**src/rtl/ntt_core_gf64_col_reorder_pkg.sv**
```systemverilog
// Shared constants and types for the GF64 NTT core column datapath.
package ntt_core_gf64_common_param_pkg;
  localparam int unsigned R         = 4;
  localparam int unsigned PSI       = 2;
  localparam int unsigned MOD_NTT_W = 14;
  localparam int unsigned L         = PSI * R;
  localparam int unsigned OP_W      = MOD_NTT_W + 2;
  localparam int unsigned CNT_W     = (R > 2) ? $clog2(R) : 1;

  typedef logic [OP_W-1:0] word_t;

  typedef enum logic {
    IDLE = 1'b0,
    EMIT = 1'b1
  } rd_state_e;
endpackage

```
**src/rtl/ntt_core_gf64_col_reorder_bank.sv**
```systemverilog
// One R x L reorder bank: row-wise write of an input beat, transposed read per lane group.
module ntt_core_gf64_col_reorder_bank
  import ntt_core_gf64_common_param_pkg::*;
(
  input  logic                    clk,
  input  logic                    wr_en,
  input  logic [CNT_W-1:0]        wr_beat,
  input  logic [L-1:0][OP_W-1:0]  wr_data,
  input  logic [CNT_W-1:0]        rd_beat,
  output logic [L-1:0][OP_W-1:0]  rd_data
);

  word_t mem [PSI][R][R];

  always_ff @(posedge clk) begin
    for (int unsigned p = 0; p < PSI; p++) begin
      for (int unsigned c = 0; c < R; c++) begin
        for (int unsigned r = 0; r < R; r++) begin
          if (wr_en && wr_beat == CNT_W'(c)) begin
            mem[p][c][r] <= wr_data[p*R + r];
          end
        end
      end
    end
  end

  // Write-through forward lets the first output beat leave on the same edge
  // that stores the last input beat of the block.
  always_comb begin
    rd_data = '0;
    for (int unsigned p = 0; p < PSI; p++) begin
      for (int unsigned c = 0; c < R; c++) begin
        for (int unsigned r = 0; r < R; r++) begin
          if (rd_beat == CNT_W'(r)) begin
            rd_data[p*R + c] = (wr_en && wr_beat == CNT_W'(c)) ? wr_data[p*R + r]
                                                               : mem[p][c][r];
          end
        end
      end
    end
  end

endmodule

```
**src/rtl/ntt_core_gf64_col_reorder.sv**
```systemverilog
// Inter-column reorder: ping-pong buffering of R beats, emitted as an R x R transpose per lane group.
module ntt_core_gf64_col_reorder
  import ntt_core_gf64_common_param_pkg::*;
#(
  parameter  int unsigned IN_PIPE  = 1,
  parameter  int unsigned SIDE_W   = 0,
  parameter  logic [1:0]  RST_SIDE = 2'b00,
  localparam int unsigned SIDE_PW  = (SIDE_W > 0) ? SIDE_W : 1
) (
  input  logic                   clk,
  input  logic                   s_rst,
  input  logic [L-1:0][OP_W-1:0] in_data,
  input  logic [L-1:0]           in_avail,
  input  logic [SIDE_PW-1:0]     in_side,
  output logic [L-1:0][OP_W-1:0] out_data,
  output logic [L-1:0]           out_avail,
  output logic [SIDE_PW-1:0]     out_side
);

  localparam logic [SIDE_PW-1:0] SIDE_RST_VAL = {SIDE_PW{RST_SIDE[1]}};
  localparam logic               SIDE_HAS_RST = (RST_SIDE != 2'b00);

  logic [L-1:0][OP_W-1:0] w_data;
  logic                   w_avail;
  logic [SIDE_PW-1:0]     w_side;

  if (IN_PIPE != 0) begin : g_pipe
    logic [L-1:0][OP_W-1:0] pipe_data;
    logic                   pipe_avail;
    logic [SIDE_PW-1:0]     pipe_side;

    always_ff @(posedge clk) begin
      pipe_data <= in_data;
      if (s_rst) pipe_avail <= 1'b0;
      else       pipe_avail <= in_avail[0];
      if (s_rst && SIDE_HAS_RST) pipe_side <= SIDE_RST_VAL;
      else                       pipe_side <= in_side;
    end

    assign w_data  = pipe_data;
    assign w_avail = pipe_avail;
    assign w_side  = pipe_side;
  end else begin : g_nopipe
    assign w_data  = in_data;
    assign w_avail = in_avail[0];
    assign w_side  = in_side;
  end

  logic [CNT_W-1:0] wr_cnt;
  logic             wr_bank;
  logic             wr_done;
  logic             side_we;
  logic [1:0]       bank_full;
  logic [1:0]       set_vec;
  logic [1:0]       clr_vec;
  logic [1:0]       full_eff;

  assign wr_done = w_avail && (wr_cnt == CNT_W'(R - 1));
  assign side_we = w_avail && (wr_cnt == '0);

  always_comb begin
    set_vec          = '0;
    set_vec[wr_bank] = wr_done;
  end

  // A block completing this cycle is visible to the read FSM immediately.
  assign full_eff = bank_full | set_vec;

  always_ff @(posedge clk) begin
    if (s_rst) begin
      wr_cnt  <= '0;
      wr_bank <= 1'b0;
    end else if (w_avail) begin
      if (wr_done) begin
        wr_cnt  <= '0;
        wr_bank <= ~wr_bank;
      end else begin
        wr_cnt  <= wr_cnt + 1'b1;
      end
    end
  end

  rd_state_e        state, state_n;
  logic [CNT_W-1:0] rd_cnt, rd_cnt_n;
  logic             rd_bank, rd_bank_n;

  always_comb begin
    state_n   = state;
    rd_cnt_n  = rd_cnt;
    rd_bank_n = rd_bank;
    clr_vec   = '0;
    case (state)
      IDLE: begin
        if (full_eff[rd_bank]) begin
          state_n  = EMIT;
          rd_cnt_n = '0;
        end
      end
      EMIT: begin
        if (rd_cnt == CNT_W'(R - 1)) begin
          clr_vec[rd_bank] = 1'b1;
          rd_bank_n        = ~rd_bank;
          rd_cnt_n         = '0;
          state_n          = full_eff[rd_bank_n] ? EMIT : IDLE;
        end else begin
          rd_cnt_n = rd_cnt + 1'b1;
        end
      end
      default: state_n = IDLE;
    endcase
  end

  always_ff @(posedge clk) begin
    if (s_rst) begin
      state     <= IDLE;
      rd_cnt    <= '0;
      rd_bank   <= 1'b0;
      bank_full <= '0;
    end else begin
      state     <= state_n;
      rd_cnt    <= rd_cnt_n;
      rd_bank   <= rd_bank_n;
      bank_full <= (bank_full & ~clr_vec) | set_vec;
    end
  end

  logic [L-1:0][OP_W-1:0] rd_data0, rd_data1;

  ntt_core_gf64_col_reorder_bank u_bank0 (
    .clk     (clk),
    .wr_en   (w_avail && !wr_bank),
    .wr_beat (wr_cnt),
    .wr_data (w_data),
    .rd_beat (rd_cnt_n),
    .rd_data (rd_data0)
  );

  ntt_core_gf64_col_reorder_bank u_bank1 (
    .clk     (clk),
    .wr_en   (w_avail && wr_bank),
    .wr_beat (wr_cnt),
    .wr_data (w_data),
    .rd_beat (rd_cnt_n),
    .rd_data (rd_data1)
  );

  // Registered outputs are loaded from the next-state view so the state
  // register always describes the beat currently on out_data.
  always_ff @(posedge clk) begin
    if (s_rst) out_avail <= '0;
    else       out_avail <= {L{state_n == EMIT}};
    if (state_n == EMIT) out_data <= rd_bank_n ? rd_data1 : rd_data0;
  end

  logic [SIDE_PW-1:0] side_q [2];
  logic [SIDE_PW-1:0] side_rd;

  assign side_rd = (side_we && wr_bank == rd_bank_n) ? w_side : side_q[rd_bank_n];

  always_ff @(posedge clk) begin
    if (s_rst && SIDE_HAS_RST) begin
      side_q[0] <= SIDE_RST_VAL;
      side_q[1] <= SIDE_RST_VAL;
      out_side  <= SIDE_RST_VAL;
    end else begin
      if (side_we) side_q[wr_bank] <= w_side;
      out_side <= side_rd;
    end
  end

`ifndef SYNTHESIS
  a_lane_consistent: assert property (@(posedge clk) disable iff (s_rst)
    (in_avail == '0) || (in_avail == '1));
  a_no_overflow: assert property (@(posedge clk) disable iff (s_rst)
    !(wr_done && bank_full[wr_bank]));
  a_avail_known: assert property (@(posedge clk) disable iff (s_rst)
    !$isunknown(out_avail));
`endif

endmodule

```
**config.mk**
```make
export PLATFORM = sky130hd
export DESIGN_NAME = ntt_core_gf64_col_reorder
export DESIGN_NICKNAME = d
export VERILOG_FILES = /design/src/rtl/ntt_core_gf64_col_reorder_pkg.sv /design/src/rtl/ntt_core_gf64_col_reorder_bank.sv /design/src/rtl/ntt_core_gf64_col_reorder.sv
export SDC_FILE = /design/constraint.sdc
export NUM_CORES = 2
export LEC_CHECK = 0
export ABC_AREA = 1
export BUFFER_PORTS_ARGS = -buffer_cell sky130_fd_sc_hd__clkbuf_2
export CAP_MARGIN = 0
export CORE_MARGIN = 1.5
export CORE_UTILIZATION = 60
export CTS_BUF_LIST = sky130_fd_sc_hd__clkbuf_2
export CTS_CLUSTER_DIAMETER = 80
export DETAILED_ROUTE_END_ITERATION = 10
export PLACE_DENSITY = 0.86
export SYNTH_ARGS = -nofsm -noshare
export SYNTH_HDL_FRONTEND = slang
export SYNTH_SLANG_ARGS = --single-unit
```
**constraint.sdc**
```tcl
create_clock -name clk -period 13.6 [get_ports clk]
set_input_delay 1.36 -clock clk [delete_from_list [all_inputs] [get_ports clk]]
set_output_delay 1.36 -clock clk [all_outputs]
set_load 0.01 [all_outputs]
```
---- After elaboration in Yosys (flattened, before gate mapping) ----
Memories as Yosys holds them, arrays and structs flattened. A register that Yosys moved wholly into a read port is not among the register bits.
Index checks and enable logic that the tools add are counted.
operators by class
  $add $sub $neg .......................... 2
  reduce and logical (&&, ||, !) cells .... 18
  bitwise operators ....................... 8
  mux-type cells .......................... 167
  equality and inequality tests ........... 7
  magnitude comparators ................... 5
operators with widths
  kind                                                                          count
  16-bit 2-to-1 mux                                                             128
  128-bit 2-to-1 mux                                                            1
  1-bit 2-to-1 mux                                                              29
  1-bit logical AND                                                             14
  2-bit == test, second input constant                                          5
  2-bit 2-to-1 mux                                                              5
  1-bit by 2-bit less-than comparator with 1-bit output, second input constant  3
  2-bit by 1-bit adder with 2-bit output, second input constant                 2
  2-bit AND                                                                     2
  2-bit by 1-bit == test with 1-bit output, second input constant               2
  2-bit zero test                                                               2
  2-bit OR                                                                      2
  2-bit one-hot mux with 2 select lines                                         1
  1-bit inverter                                                                3
  1-bit demux with 1-bit select                                                 2
  1-bit greater-or-equal comparator, second input constant                      2
  2-bit inverter                                                                1
  1-bit one-hot mux with 2 select lines                                         1
  2-bit AND reduction                                                           1
  1-bit zero test                                                               1
storage, ports and cells
  bits in registers ....................... 268
  memories ................................ 3
  RAM bits ................................ 1026
  bits of input ports ..................... 139
  output and inout bits ................... 137
  logic and storage cells ................. 235
memory list
  memory       words  bits a word  read ports  clocked after memory_dff  write ports  line                                  source
  u_bank0.mem  2      256          2           0                         2            ntt_core_gf64_col_reorder_bank.sv:13  word_t mem [PSI][R][R];
  u_bank1.mem  2      256          2           0                         2            ntt_core_gf64_col_reorder_bank.sv:13
  side_q       2      1            1           1                         1            ntt_core_gf64_col_reorder.sv:155      logic [SIDE_PW-1:0] side_q [2];

---- Logic depth before layout (Yosys ltp) ----
  word-level depth ........................ 16
  gate-level depth with buffers ........... 14
  gate-level depth less buffers ........... 11

---- Hierarchy ----
Synthesis repeated with hierarchy kept, for this count alone.
second synthesis, totals
  cells, all modules ...................... 6993
  area total of the unflattened synthesis .. 61476.5 um2
by module, submodules not included
  module                          times used  area an instance (um2)  seq. area each (um2)  cells each
  ntt_core_gf64_col_reorder_bank  2           26376.5                 15214.6               3117
  ntt_core_gf64_col_reorder       1           8723.4                  6706.4                759

---- Worst setup path before layout ----
No wires, ideal clock.
  path kind ............................... register to register
  start point ............................. reg wr_cnt[0]
  end point ............................... reg out_data[0] (netlist bit) (enable)
  cell stages (with the launch flop) ...... 10
  period minus slack after synthesis ...... 8.194 ns
  arrival ................................. 7.713 ns
  required time ........................... 13.119 ns
  slack ................................... 5.406 ns
  library setup time ...................... 0.481 ns
  buffers on the path ..................... 2
  cell sequence ........................... dfxtp_1 -> ha_1 -> nand3_1 -> inv_1 -> buf_2 -> clkbuf_1 -> o21ai_0 -> nand4_1 -> o21ai_0 -> inv_1
on the way
  cells in the longest elaborated chain, start to end .. 9
  elaborated cells between the ends (all ways) .. 12
  classes of those cells .................. eq/ne (1); mux (8); bitwise (2); reduce/logical (1)
ends and longest elaborated chain
  what                                                 line                              source
  start, declared                                      ntt_core_gf64_col_reorder.sv:49   logic [CNT_W-1:0] wr_cnt;
  start signal, assigned                               ntt_core_gf64_col_reorder.sv:78   wr_cnt <= wr_cnt + 1'b1;
  2-bit == test (*)                                    ntt_core_gf64_col_reorder.sv:58   assign wr_done = w_avail && (wr_cnt == CNT_W'(R - 1));
  1-bit logical AND (*)                                ntt_core_gf64_col_reorder.sv:58
  2-bit AND (no source line) (*)                       --
  2-bit OR (*)                                         ntt_core_gf64_col_reorder.sv:67   assign full_eff = bank_full | set_vec;
  1-bit 2-to-1 mux (implied by the code) (2 in a row)  ntt_core_gf64_col_reorder.sv:104  state_n = full_eff[rd_bank_n] ? EMIT : IDLE;
  1-bit 2-to-1 mux                                     ntt_core_gf64_col_reorder.sv:104
  1-bit 2-to-1 mux                                     ntt_core_gf64_col_reorder.sv:100  if (rd_cnt == CNT_W'(R - 1)) begin
  1-bit one-hot mux with 2 select lines (*)            ntt_core_gf64_col_reorder.sv:92   case (state)
  named net state_n                                    ntt_core_gf64_col_reorder.sv:83   rd_state_e state, state_n;
  end signal, assigned                                 ntt_core_gf64_col_reorder.sv:152  if (state_n == EMIT) out_data <= rd_bank_n ? rd_data1 : rd_data0;
  end, declared                                        ntt_core_gf64_col_reorder.sv:15   output logic [L-1:0][OP_W-1:0] out_data,
The timed path passes the listed nets; every way through them passes the cells marked *. The select of a mux whose other input is x is not followed.
A chain may end at the register's enable or synchronous reset.

---- Worst setup path after layout ----
  start point ............................. reg g_pipe.pipe_avail
  end point ............................... reg out_data[3] (netlist bit) (data pin)
on the way
  cells in the longest elaborated chain, start to end .. 13
  elaborated cells between the ends (all ways) .. 32
  classes of those cells .................. eq/ne (3); mux (21); bitwise (2); reduce/logical (6)
ends and longest elaborated chain
  what                                                 line                                  source
  start, declared                                      ntt_core_gf64_col_reorder.sv:29       logic pipe_avail;
  start signal, assigned                               ntt_core_gf64_col_reorder.sv:35       else pipe_avail <= in_avail[0];
  1-bit logical AND                                    ntt_core_gf64_col_reorder.sv:58
  2-bit AND (no source line)                           --
  2-bit OR                                             ntt_core_gf64_col_reorder.sv:67
  1-bit 2-to-1 mux (implied by the code) (2 in a row)  ntt_core_gf64_col_reorder.sv:94       if (full_eff[rd_bank]) begin
  2-bit 2-to-1 mux                                     ntt_core_gf64_col_reorder.sv:94
  2-bit one-hot mux with 2 select lines                ntt_core_gf64_col_reorder.sv:92
  2-bit zero test                                      ntt_core_gf64_col_reorder_bank.sv:34  if (rd_beat == CNT_W'(r)) begin
  16-bit 2-to-1 mux (4 in a row)                       ntt_core_gf64_col_reorder_bank.sv:34
  128-bit 2-to-1 mux (*)                               ntt_core_gf64_col_reorder.sv:152
Mark *: on every way between the ends. The rest lies on a longest branch, timed or not. The select of a mux whose other input is x is not followed.

==> summary.md <==
| Metric | Value |
|---|---|
| Outcome | completed |
| Die Height | 320 um |
| Setup WS pre-CTS | 8.32 ns |
| Synthesis Warnings | 0 |
| Internal power | 5.58 mW |
| P_sw | 1.86 mW |
| Final slew viol count | 0 |
| Clk_skew | 0.139 ns |
| Via Count | 48439 |
| Syn avg cell area | 9.63 sq um |
| Top routing layer used | met5 |
| Drt drc | 0 |
| Worst-path cell chain | nand3_4 -> nand3_1 -> nand2_1 -> nand2_4 -> nand2_8 -> inv_6 -> buf_4 -> nand3_1 -> nand3_1 -> nand2_1 -> inv_1 |
| Via-to-Cell Ratio | 5.97 |
| Share of cells above drive strength 1 | 0.183 |
| Biggest cell delay along the critical path | 0.96 ns |
| CP Launch Type | flip-flop |
| Crit path time final | 5.51 ns |
| VDD IR max | 66.0 uV |
| Met2 wire len | 76000 um |
| Initial core utilization | 0.604 |
| Clk_lat worst skew | 1.63 ns |
| Setup TNS | 0 ns |
| Routed len/inst | 19.8 um |
| #FFs+latches synth | 1294 |
| Max Clock Freq | 182 MHz |
| H-tree levels | 5 |
| Slew headroom | 0.126 |
| Data required, critical path | 14.95 ns |
| Main synth FF type | edfxtp_1 |
| First-pass GRT wire length | 248000 um |
| Netlist cell types | 26 |
| Placer Congestion | 0.800 |
| Root buf cell | clkbuf_2 |
| Commonest cells after routing, fill and taps aside | nand3_1, nand2_1, edfxtp_1, o21ai_0, clkbuf_2 |
| Post-Synthesis Cells | 6263 |
| Worst slew pin tran | 1.31 ns |
| Setup CP Type | flip-flop to flip-flop |
| Post-Synthesis Net Count | 6409 |
| Largest net degree at the start of global routing | 221 |
| Most common cell after layout, fill and taps aside | nand3_1 |
| Worst Path Buf+Inv | 3 |
| Die width | 320 um |
| Post CTS Setup Buffer Count | 0 |
| Total grt overflow | 0 |
| Leak | 25.9 nW |
| Setup Viol. Count Final | 0 |
| Core area | 99900 sq um |
| Clock Power Share | 0.361 |
| TritonCTS buffer count | 338 |
| Post-DRT Antenna Nets | 0 |
| Post-layout nets | 6708 |
| Clk slew on worst S/H paths | 0.11 ns |
| Fin. Hold Viols | 0 |
| Crit-path max FO | 92 |
| Drt pass-1 iters | 8 |
| FILL cells | 7416 |
| Sequential area share after synthesis | 0.616 |
| RSZ-0062 raised after global routing | no |
| DP HPWL | 79900 um |
| Die area | 102000 sq um |
| Max-Cap Viols | 0 |
| Post-route clock period utilization | 0.405 |
| CP max-delay cell | buf_4 |
| Critical path's top delay family | simple AND/OR/NAND/NOR gates |
| CP Data Arrival Time | 6.86 ns |
| Synth async-reset ratio | 0 |
| Setup crit end kind | flip-flop |
| Total track usage | 0.309 |
| Iteration-0 DRC Markers | 5951 |
| IO Pins | 276 |
| CP dominant cell by count | nand3_1 |
| Port Buffers | 268 |
| Post-Route WL | 161000 um |
| Cell Pwr Density | 113 nW/um^2 |
| Met1 Routed Length | 60600 um |
| Vias in the first global route | 46873 |
| CTS Buffer Depth | 4 |
| Worst hold path type | primary input to flip-flop |
| CTS tree | built |
| Sequential Power Share | 0.600 |
| Worst setup margin | 8.09 ns |
| Row cnt | 116 |
| Area grow syn2layout | 9.50% |
| Comb pwr share | 0.039 |
| Sw Ratio | 0.250 |
| EDFF count, synth | 1122 |
| Initial antenna violation count | 3 |
| Met3 Routed Length | 17500 um |
| Mapped cell area | 60300 sq um |
| Clock sink total | 1294 |
-- synth_stat cells (13+ instances only) --
cell type / count / area share
nand3_1: 1284 / 0.11
nand2_1: 1247 / 0.078
edfxtp_1: 1122 / 0.56
o21ai_0: 985 / 0.082
inv_1: 493 / 0.031
or2_2: 371 / 0.038
clkbuf_1: 227 / 0.014
buf_2: 221 / 0.018
dfxtp_1: 172 / 0.057
mux2i_1: 31 / 0.0051
or2_0: 23 / 0.0024
buf_4: 17 / 0.0021
buf_1: 13 / 0.00081
-- layer usage --
layer  global-route usage  vias to the layer above
li1                     -                    22236
met1                0.394                    22588
met2                0.499                     3103
met3               0.0616                      510
met4                0.165                        2
met5                    0                        -
-- area by class of cell --
cell class / count / area [sq um] / share of cell area
Sequential cell: 1294 / 37100 / 0.562
Clock inverter: 71 / 408 / 0.00618
Inverter: 499 / 1950 / 0.0295
Clock buffer: 522 / 2610 / 0.0396
Timing Repair Buffer: 439 / 3000 / 0.0454
Multi-Input combinational cell: 3990 / 19300 / 0.292
Antenna cell: 3 / 7.51 / 0.000114
Tap cell: 1298 / 1620 / 0.0246
-- worst reg2reg max path: cells and delay by family (launching register included) --
kind | cells | cell delay [ns]
buffers and inverters | 3 | 1.74
AND/OR/NAND/NOR | 8 | 2.82
flip-flops | 1 | 0.74
-- worst paths after layout --
path                          start      endpoint  slack (ns)  depth (start not counted)
setup / recovery  g_pipe.pipe_avail   out_data[3]        8.09                         11
hold / removal                s_rst  bank_full[1]        0.19                          2
hold reg to reg    g_pipe.pipe_side     side_q[1]        0.45                          0
setup reg to reg  g_pipe.pipe_avail   out_data[3]        8.09                         11
-- power by group through the flow --
stage               registers (mW)  logic, mW  clock network (mW)
floorplan                     4.51      0.171                   0
global placement              4.55      0.246                   0
detailed placement            4.55      0.258                   0
CTS                           4.46      0.289                2.71
global route                  4.47      0.324                2.91
finish                        4.46      0.292                2.69
-- through the flow --
step | instance area (sq um) | std cells | total power [mW] | util | hold WS (ns)
after floorplan | 60300 | 6263 | 4.69 | - | 0.404
after global placement | 61700 | 7390 | 4.79 | 0.618 | 0.411
after detailed placement | 61700 | 7390 | 4.81 | 0.618 | 0.428
after CTS | 66000 | 8113 | 7.46 | 0.661 | 0.0455
after global routing | 66000 | 8115 | 7.71 | 0.661 | 0.127
final | 66000 | 8116 | 7.44 | 0.661 | 0.191
-- logic make-up (layout without fill, tap and decap cells) --
kind of cell / Yosys count / after routing / synth area share
buffers and inverters: 979 / 1531 / 0.0668
muxes: 32 / 32 / 0.00533
adders and majority gates: 7 / 7 / 0.00145
AOI/OAI and AO/OA: 1003 / 1003 / 0.0833
DFF: 1294 / 1294 / 0.616
other: 0 / 3 / 0
and+or+nand+nor: 2948 / 2948 / 0.227
-- flip-flops by register name, indices dropped and copies added (netlist names), named ones only --
signal             flops
wr_bank                1
bank_full              2
out_avail              1
g_pipe.pipe_avail      1
rd_bank                1
rd_cnt                 2
u_bank1.mem          512
out_data             128
g_pipe.pipe_side       1
g_pipe.pipe_data     128
wr_cnt                 2
side_q                 2
u_bank0.mem          512
-- what timing repair did --
action | 4_1_cts | 5_1_grt
hold endpoints to repair | 130 | 0
hold buffers | 130 | 0
gates resized for setup | 0 | 0
(Power assumes the default switching activity.)
